===== config.mk =====
export PLATFORM = sky130hd
export DESIGN_NAME = flop_pipe_vr
export DESIGN_NICKNAME = d
export VERILOG_FILES = /design/src/rtl/flop_pipe_pkg.sv /design/src/rtl/flop_pipe_stage.sv /design/src/rtl/flop_pipe_vr.sv
export SDC_FILE = /design/constraint.sdc
export NUM_CORES = 1
export LEC_CHECK = 0
export BUFFER_PORTS_ARGS = -buffer_cell sky130_fd_sc_hd__buf_2
export CAP_MARGIN = 40
export CORE_MARGIN = 4
export CORE_UTILIZATION = 30
export DETAILED_ROUTE_END_ITERATION = 6
export GPL_ROUTABILITY_DRIVEN = 1
export RECOVER_POWER = 50
export SLEW_MARGIN = 20
export SYNTH_ARGS = -nofsm -noshare
export SYNTH_HDL_FRONTEND = slang
export SYNTH_SLANG_ARGS = --single-unit

===== constraint.sdc =====
create_clock -name clk -period 2.4 [get_ports clk]
set_input_delay 0.12 -clock clk [delete_from_list [all_inputs] [get_ports clk]]
set_output_delay 0.12 -clock clk [all_outputs]
set_load 0.02 [all_outputs]

===== src/rtl/flop_pipe_pkg.sv =====
// flop_pipe_pkg: shared parameter limits and occupancy width helper for flop_pipe_vr
package flop_pipe_pkg;
  localparam int MAX_WIDTH = 1024;
  localparam int MAX_DEPTH = 64;
  function automatic int occ_w(input int depth);
    return $clog2(depth + 1);
  endfunction
endpackage


===== src/rtl/flop_pipe_stage.sv =====
// flop_pipe_stage: one valid/data register stage; up_valid/up_data in, dn_ready in, vld/dat/rdy out
module flop_pipe_stage
  import flop_pipe_pkg::*;
#(
  parameter int               WIDTH      = 8,
  parameter logic [WIDTH-1:0] RESET_DATA = '0
) (
  input  logic             clk,
  input  logic             rst,
  input  logic             up_valid,
  input  logic [WIDTH-1:0] up_data,
  input  logic             dn_ready,
  output logic             vld,
  output logic [WIDTH-1:0] dat,
  output logic             rdy
);
  logic             vld_d, vld_q;
  logic [WIDTH-1:0] dat_d, dat_q;
  always_comb begin
    rdy   = !vld_q || dn_ready;
    vld_d = rdy ? up_valid : vld_q;
    dat_d = (rdy && up_valid) ? up_data : dat_q;
  end
  always_ff @(posedge clk) begin
    if (rst) begin
      vld_q <= 1'b0;
      dat_q <= RESET_DATA;
    end else begin
      vld_q <= vld_d;
      dat_q <= dat_d;
    end
  end
  assign vld = vld_q;
  assign dat = dat_q;
endmodule


===== src/rtl/flop_pipe_vr.sv =====
// flop_pipe_vr: DEPTH x WIDTH valid/ready retiming pipe with bubble collapse; in_valid/in_data/in_ready, out_valid/out_data/out_ready, occupancy
module flop_pipe_vr
  import flop_pipe_pkg::*;
#(
  parameter int               WIDTH      = 8,
  parameter int               DEPTH      = 3,
  parameter logic [WIDTH-1:0] RESET_DATA = '0
) (
  input  logic                      clk,
  input  logic                      rst,
  input  logic                      in_valid,
  input  logic [WIDTH-1:0]          in_data,
  output logic                      in_ready,
  output logic                      out_valid,
  output logic [WIDTH-1:0]          out_data,
  input  logic                      out_ready,
  output logic [occ_w(DEPTH)-1:0]   occupancy
);
  localparam int OW = occ_w(DEPTH);
  if (WIDTH < 1 || WIDTH > MAX_WIDTH) begin : g_bad_width
    $error("flop_pipe_vr: WIDTH %0d outside 1..%0d", WIDTH, MAX_WIDTH);
  end
  if (DEPTH < 1 || DEPTH > MAX_DEPTH) begin : g_bad_depth
    $error("flop_pipe_vr: DEPTH %0d outside 1..%0d", DEPTH, MAX_DEPTH);
  end
  logic [DEPTH:0]   v;
  logic [WIDTH-1:0] d [DEPTH+1];
  logic [DEPTH-1:0] r, dn;
  logic [OW-1:0]    occ_d, occ_q;
  logic             in_acc, out_acc;
  assign v[0] = in_valid;
  assign d[0] = in_data;
  always_comb begin
    dn[DEPTH-1] = out_ready;
    for (int i = DEPTH - 2; i >= 0; i--) dn[i] = dn[i+1] || !v[i+2];
  end
  for (genvar i = 0; i < DEPTH; i++) begin : g_stage
    flop_pipe_stage #(.WIDTH(WIDTH), .RESET_DATA(RESET_DATA)) u_stage (
      .clk      (clk),
      .rst      (rst),
      .up_valid (v[i]),
      .up_data  (d[i]),
      .dn_ready (dn[i]),
      .vld      (v[i+1]),
      .dat      (d[i+1]),
      .rdy      (r[i])
    );
  end
  always_comb begin
    in_ready = |r;
    in_acc   = in_valid && in_ready;
    out_acc  = v[DEPTH] && out_ready;
    occ_d    = (in_acc == out_acc) ? occ_q : in_acc ? occ_q + OW'(1) : occ_q - OW'(1);
  end
  always_ff @(posedge clk) begin
    if (rst) occ_q <= '0;
    else     occ_q <= occ_d;
  end
  assign out_valid = v[DEPTH];
  assign out_data  = d[DEPTH];
  assign occupancy = occ_q;
endmodule


==> results of run 1 <==
==> power groups by stage <==
stage	combinational [mW]	clock (mW)	sequential [mW]
global placement	0.0659	0	0.520
finish	0.0667	0.383	0.511
floorplan	0.0468	0	0.520
detailed placement	0.0679	0	0.521
global route	0.0748	0.419	0.512
CTS	0.0684	0.401	0.510
==> tightest hold or removal path, cell delays in order <==
cell and delay (ns):
buf_2 0.10, nand3_1 0.07, a21oi_1 0.05
==> logic make-up (layout without fill, tap and decap cells) <==
family,count (synthesis),after routing
AOI/OAI and AO/OA,55,55
and+or+nand+nor,34,34
DFF,29,29
buffers and inverters,22,35
muxes,1,1
==> worst max-delay path by stage <==
stage / to / depth (start not counted)
after floorplan: occupancy[1]$_SDFFE_PP0P_ / 5
after global placement: occupancy[1]$_SDFFE_PP0P_ / 4
after detailed placement: occupancy[1]$_SDFFE_PP0P_ / 4
after CTS: occupancy[1]$_SDFFE_PP0P_ / 4
after global routing: occupancy[1]$_SDFFE_PP0P_ / 4
final: occupancy[1]$_SDFFE_PP0P_ / 4
==> flip-flops by register name, summed over array words and instances, names as in the netlist <==
signal,flops
occupancy,2
g_stage.u_stage.vld,3
g_stage.u_stage.dat,24
==> Yosys cell counts <==
cell type / n / area share
and4b_1: 1 / 0.0082
inv_4: 1 / 0.0051
o21ai_0: 24 / 0.098
dfxtp_1: 29 / 0.47
a21boi_0: 1 / 0.0061
mux2_4: 1 / 0.012
inv_1: 3 / 0.0092
nor3b_1: 1 / 0.0061
buf_2: 1 / 0.0041
o211ai_1: 1 / 0.0061
buf_4: 9 / 0.055
nand2b_1: 1 / 0.0051
nor2_1: 1 / 0.0031
clkbuf_1: 4 / 0.012
buf_6: 2 / 0.018
a31oi_4: 1 / 0.017
and3b_1: 2 / 0.014
nand3_1: 24 / 0.098
buf_1: 2 / 0.0061
a21oi_1: 27 / 0.11
nor2b_1: 2 / 0.010
nand3b_1: 1 / 0.0061
a211oi_1: 1 / 0.0061
and4bb_2: 1 / 0.010
==> area by class of cell <==
class	count	area, um2
Clock buffer	5	68.8
Tap cell	48	60.1
Clock inverter	3	17.5
Sequential cell	29	581
Multi-Input combinational cell	90	512
Fill cell	405	2440
Inverter	4	17.5
Timing Repair Buffer	23	101
==> stage by stage <==
step           instance area, um2  setup slack, ns  power, mW  std cells  utilization
2_1_floorplan                1230            0.922      0.566        141            -
3_3_place_gp                 1280            0.762      0.586        194        0.338
3_5_place_dp                 1280            0.705      0.589        194        0.338
4_1_cts                      1370            0.690      0.980        202        0.361
5_1_grt                      1360            0.599       1.01        202        0.357
6_report                     1360            0.682      0.960        202        0.357
==> metal layers <==
| metal | vias to the layer above | GRT usage | routed length (um) |
|---|---|---|---|
| li1 | 519 | - | - |
| met1 | 463 | 0.132 | 1270 |
| met2 | 23 | 0.163 | 1080 |
| met3 | 6 | 0.0499 | 172 |
| met4 | 0 | 0.0376 | 42 |
| met5 | - | 0 | 0 |
==> cells in the final DEF (no fill, tap or decap), drive strengths merged <==
master / count
nor2: 1
and3b: 2
mux2: 1
dfxtp: 29
a31oi: 1
nor2b: 2
nand3b: 1
nor3b: 1
nand2b: 1
and4b: 1
clkinv: 2
inv: 4
nand3: 24
buf: 12
a21boi: 1
and4bb: 1
a21oi: 27
clkbuf: 16
clkinvlp: 1
a211oi: 1
o21ai: 24
o211ai: 1
==> reports/qor.yml, run 1 <==
grt_use_total: 0.107
clk_pin_slew_ns: 0.06
synthSimpleGateAreaFrac: 0.161
yosys.area_share.adder: 0
coreArea_um2: 3800
yosysUniqueCellTypes: 24
dp_hpwl_um: 1820
fin_tns_setup_ns: 0
nets: 165
synthXorXnorAreaFrac: 0
path_class: "flip-flop to flip-flop"
clkSinkCount: 29
synth_compound_area_frac: 0.244
grt_pass1_wl_um: 4330
gpl.final_weighted_congestion: 0.753
reg2reg_to: "occupancy[1]$_SDFFE_PP0P_"
skew_ns: 0.00353
grt_max_degree: 31
crit_family: "flip-flops"
peakVddDrop_mv: 0.387
synthMuxAreaShare: 0.0122
via_count: 1011
power_frac_seq: 0.532
timing.fmax_mhz: 582
cts_hold_buf: 0
drive_above_1_share: 0.156
finalSetupViolCount: 0
netlist_area_um2: 1230
slew_headroom: 0.630
power_frac_clock: 0.399
routed_wl_um: 2560
syn_avg_cell_area_um2: 8.71
slew_viol_final: 0
drt-initial-drc-count: 34
syn_nets: 153
drtPass1Iterations: 4
p_switching_uw: 236
wl_per_cell_um: 12.7
hold_violations: 0
crit_required_ns: 2.57
r2r_slack_ns: 0.68
worstHoldStart: "in_data[4]"
hold_end: "g_stage[0].u_stage.dat[4]$_SDFFE_PP0P_"
synth_warnings: 0
cts_buffer_depth: 2
clkLatencyLatePin_ns: 0.28
drc: 0
fin_crit_sh: 0.716
crit_start: "g_stage[1].u_stage.vld$_SDFFE_PP0P_"
grt-ovfl-total: 0
internal-power_uw: 724
max_stage_delay_ns: 0.52
die_h_um: 72.0
holdCritPathClass: "primary input to flip-flop"
worst_setup_path_end_kind: "flip-flop"
die_x_um: 72.0
postRouteAntennaNets: 0
postSynthCellCount: 141
timing.rr.start: "g_stage[1].u_stage.vld$_SDFFE_PP0P_"
power_density_nw_per_um2: 707
synth_seq_cells: 29
root_buffer: "clkbuf_8"
antenna_found_initial: 0
synth_top_family_by_area: "compound AO/OA/AOI/OAI gates"
combPwrFrac: 0.069
cp_max_fo: 13
critPathSlowestCell: "dfxtp_1"
r2r_cells: 4
hold_path_depth: 3
tightest_slew_ns: 0.551
cp.arrival_ns: 1.89
initial_core_util: 0.323
die_area_um2: 5180
leakagePower_nw: 0.471
cap_viol_max_count: 0
fin_crit_ns: 1.72
cts_tree: "yes"
htreeDepth: 2
cts_setup_buffers: 0
worst-path-buf-inv: 1
start_kind: "flip-flop"
boundaryPins: 24
rsz0062_at_grt: "false"
via_per_inst: 5.00
path_cells: "and4b_1 > inv_4 > a31oi_4 > mux2_4"
grt_pass1_vias: 977
cts_buffers: 5
synth_seq_area_share: 0.473
num_rows: 22
area_growth_pct: 10.6
whs_ns: 0.110
cts_resized: 0
outcome: "finished, final reports clean"
antenna_cells: 0
portBuffers: 23
swShare: 0.246
No activity file was read; power rests on OpenSTA's default activity.
==> inputs of run 2 (changes only) <==
==> constraint.sdc (replaced) <==
create_clock -name clk -period 1.4 [get_ports clk]
set_input_delay 0.07 -clock clk [delete_from_list [all_inputs] [get_ports clk]]
set_output_delay 0.07 -clock clk [all_outputs]
set_load 0.02 [all_outputs]
==> run 2 against run 1 <==
Global-route usage increased by 1.2 points. Register-to-register slack got worse by 0.57 ns. Hold slack got worse by 0.060 ns. First-iteration DRC count decreased by 41%. Combinational power increased by 98%. Count of clock-buffer cells in the layout increased by 2. Sequential share of layout area decreased by 2.9 points. Final area increased by 7.9%. Utilization increased by 2.8 points. Critical path depth unchanged. Wire length increased by 4.5%. Largest cell class unchanged. Largest power group is now clock.
==> reports/qor.yml, run 2 (synthesized netlist as in run 1, its figures left out) <==
gpl.final_weighted_congestion: 0.792
cts_buffer_depth: 2
final_util: 0.386
timing.fmax_mhz: 742
hold_violations: 0
drt-initial-drc-count: 20
grt_max_degree: 18
peakVddDrop_mv: 0.848
die_area_um2: 5180
finalSetupViolCount: 0
postRouteAntennaNets: 0
clk_pin_slew_ns: 0.06
slew_viol_final: 0
grt_use_total: 0.119
drc: 0
mostFrequentLayoutCell: "dfxtp_1"
path_class: "flip-flop to output port"
nets: 174
setup_ws_ns: 0.0515
tightest_slew_ns: 0.413
antenna_found_initial: 0
htreeDepth: 2
grt-ovfl-total: 0
skew_ns: 0.00713
cts_buffers: 5
initial_core_util: 0.323
cp_max_fo: 10
die_x_um: 72.0
dp_hpwl_um: 1870
cts_hold_buf: 0
whs_ns: 0.0506
slew_headroom: 0.724
via_count: 1043
grt_pass1_vias: 1070
fin_crit_ns: 1.35
rsz0062_at_grt: "false"
wl_per_cell_um: 12.7
start_kind: "flip-flop"
root_buffer: "clkbuf_8"
power_mw: 1.89
boundaryPins: 24
fin_crit_sh: 0.963
drtPass1Iterations: 4
fin_tns_setup_ns: 0
cts_tree: "yes"
die_h_um: 72.0
antenna_cells: 0
outcome: "finished, final reports clean"
placed_area_um2: 1330
grt_pass1_wl_um: 4870
largest_register_ffs: 24
routed_wl_um: 2680
crit_required_ns: 1.33
cap_viol_max_count: 0
clkLatencyLatePin_ns: 0.28
num_rows: 22
via_per_inst: 4.94
post-place-cells: 200
drive_above_1_share: 0.215
power_density_nw_per_um2: 1290
coreArea_um2: 3800
leakagePower_nw: 0.539
layout_common_cells: "28 x dfxtp_1, 27 x a21oi_1, 24 x nand3_1, 24 x o21ai_0, 12 x buf_2"
design_area_um2: 1470
holdCritPathClass: "primary input to flip-flop"
area_growth_pct: 19.4
clkSinkCount: 29
worst_setup_path_end_kind: "output port"
portBuffers: 23
cp.arrival_ns: 1.28
pre_cts_ws_ns: 0.0799
fin_cells: 211
[run 2: cell count changes in the layout (fill, tap and decap cells not counted)]
cell        previous run  this run
buf_4                  0         7
clkinv_2               2         0
a21boi_0               1         0
a21boi_1               0         1
and4b_1                1         0
and4b_2                0         1
buf_6                  0         1
bufinv_16              0         1
clkbuf_2               0         1
clkbuf_4               0         1
clkbuf_8               5         6
clkinvlp_4             1         0
dfxtp_1               29        28
dfxtp_4                0         1
[run 2: routing by layer]
layer / global-route usage / routed length [um] / vias up
met5: 0 / 0 / -
met4: 0.0438 / 51 / 0
met3: 0.0512 / 191 / 10
met2: 0.187 / 1180 / 35
met1: 0.145 / 1260 / 458
li1: - / - / 540
[run 2: path summary, 6_finish.rpt]
path	startpoint	to	slack, ns	depth (start not counted)
hold reg to reg	g_stage[0].u_stage.dat[1]$_SDFFE_PP0P_	g_stage[1].u_stage.dat[1]$_SDFFE_PP0P_	0.47	2
setup reg to reg	g_stage[2].u_stage.vld$_SDFFE_PP0P_	occupancy[1]$_SDFFE_PP0P_	0.11	4
hold / removal	in_data[7]	g_stage[0].u_stage.dat[7]$_SDFFE_PP0P_	0.05	3
setup / recovery	g_stage[2].u_stage.vld$_SDFFE_PP0P_	in_ready	0.05	4
[run 2: layout make-up]
class	count	area [um2]
Tap cell	48	60.1
Sequential cell	29	584
Fill cell	426	2330
Timing Repair Buffer	32	174
Clock buffer	7	86.3
Inverter	4	17.5
Clock inverter	1	30.0
Multi-Input combinational cell	90	513
[run 2: worst max-delay path: stages (launching register included)]
cell and delay [ns]:
dfxtp_4 0.37, and4b_2 0.27, inv_4 0.06, buf_6 0.14
buf_4 0.15
[run 2: timing repair]
| action | 4_1_cts | 5_1_grt |
|---|---|---|
| endpoints found under the setup margin | 1 | 1 |
| buffers inserted | 1 | 2 |
| hold endpoints to repair | 0 | 0 |
| gates cloned | 0 | 0 |
| resized for setup | 3 | 1 |
| pin swaps | 1 | 1 |
[run 2: report_power, final]
part / switching [mW] / total, mW / internal, mW
sequential: 0.0174 / 0.870 / 0.853
combinational: 0.0765 / 0.132 / 0.0555
clock: 0.312 / 0.891 / 0.579
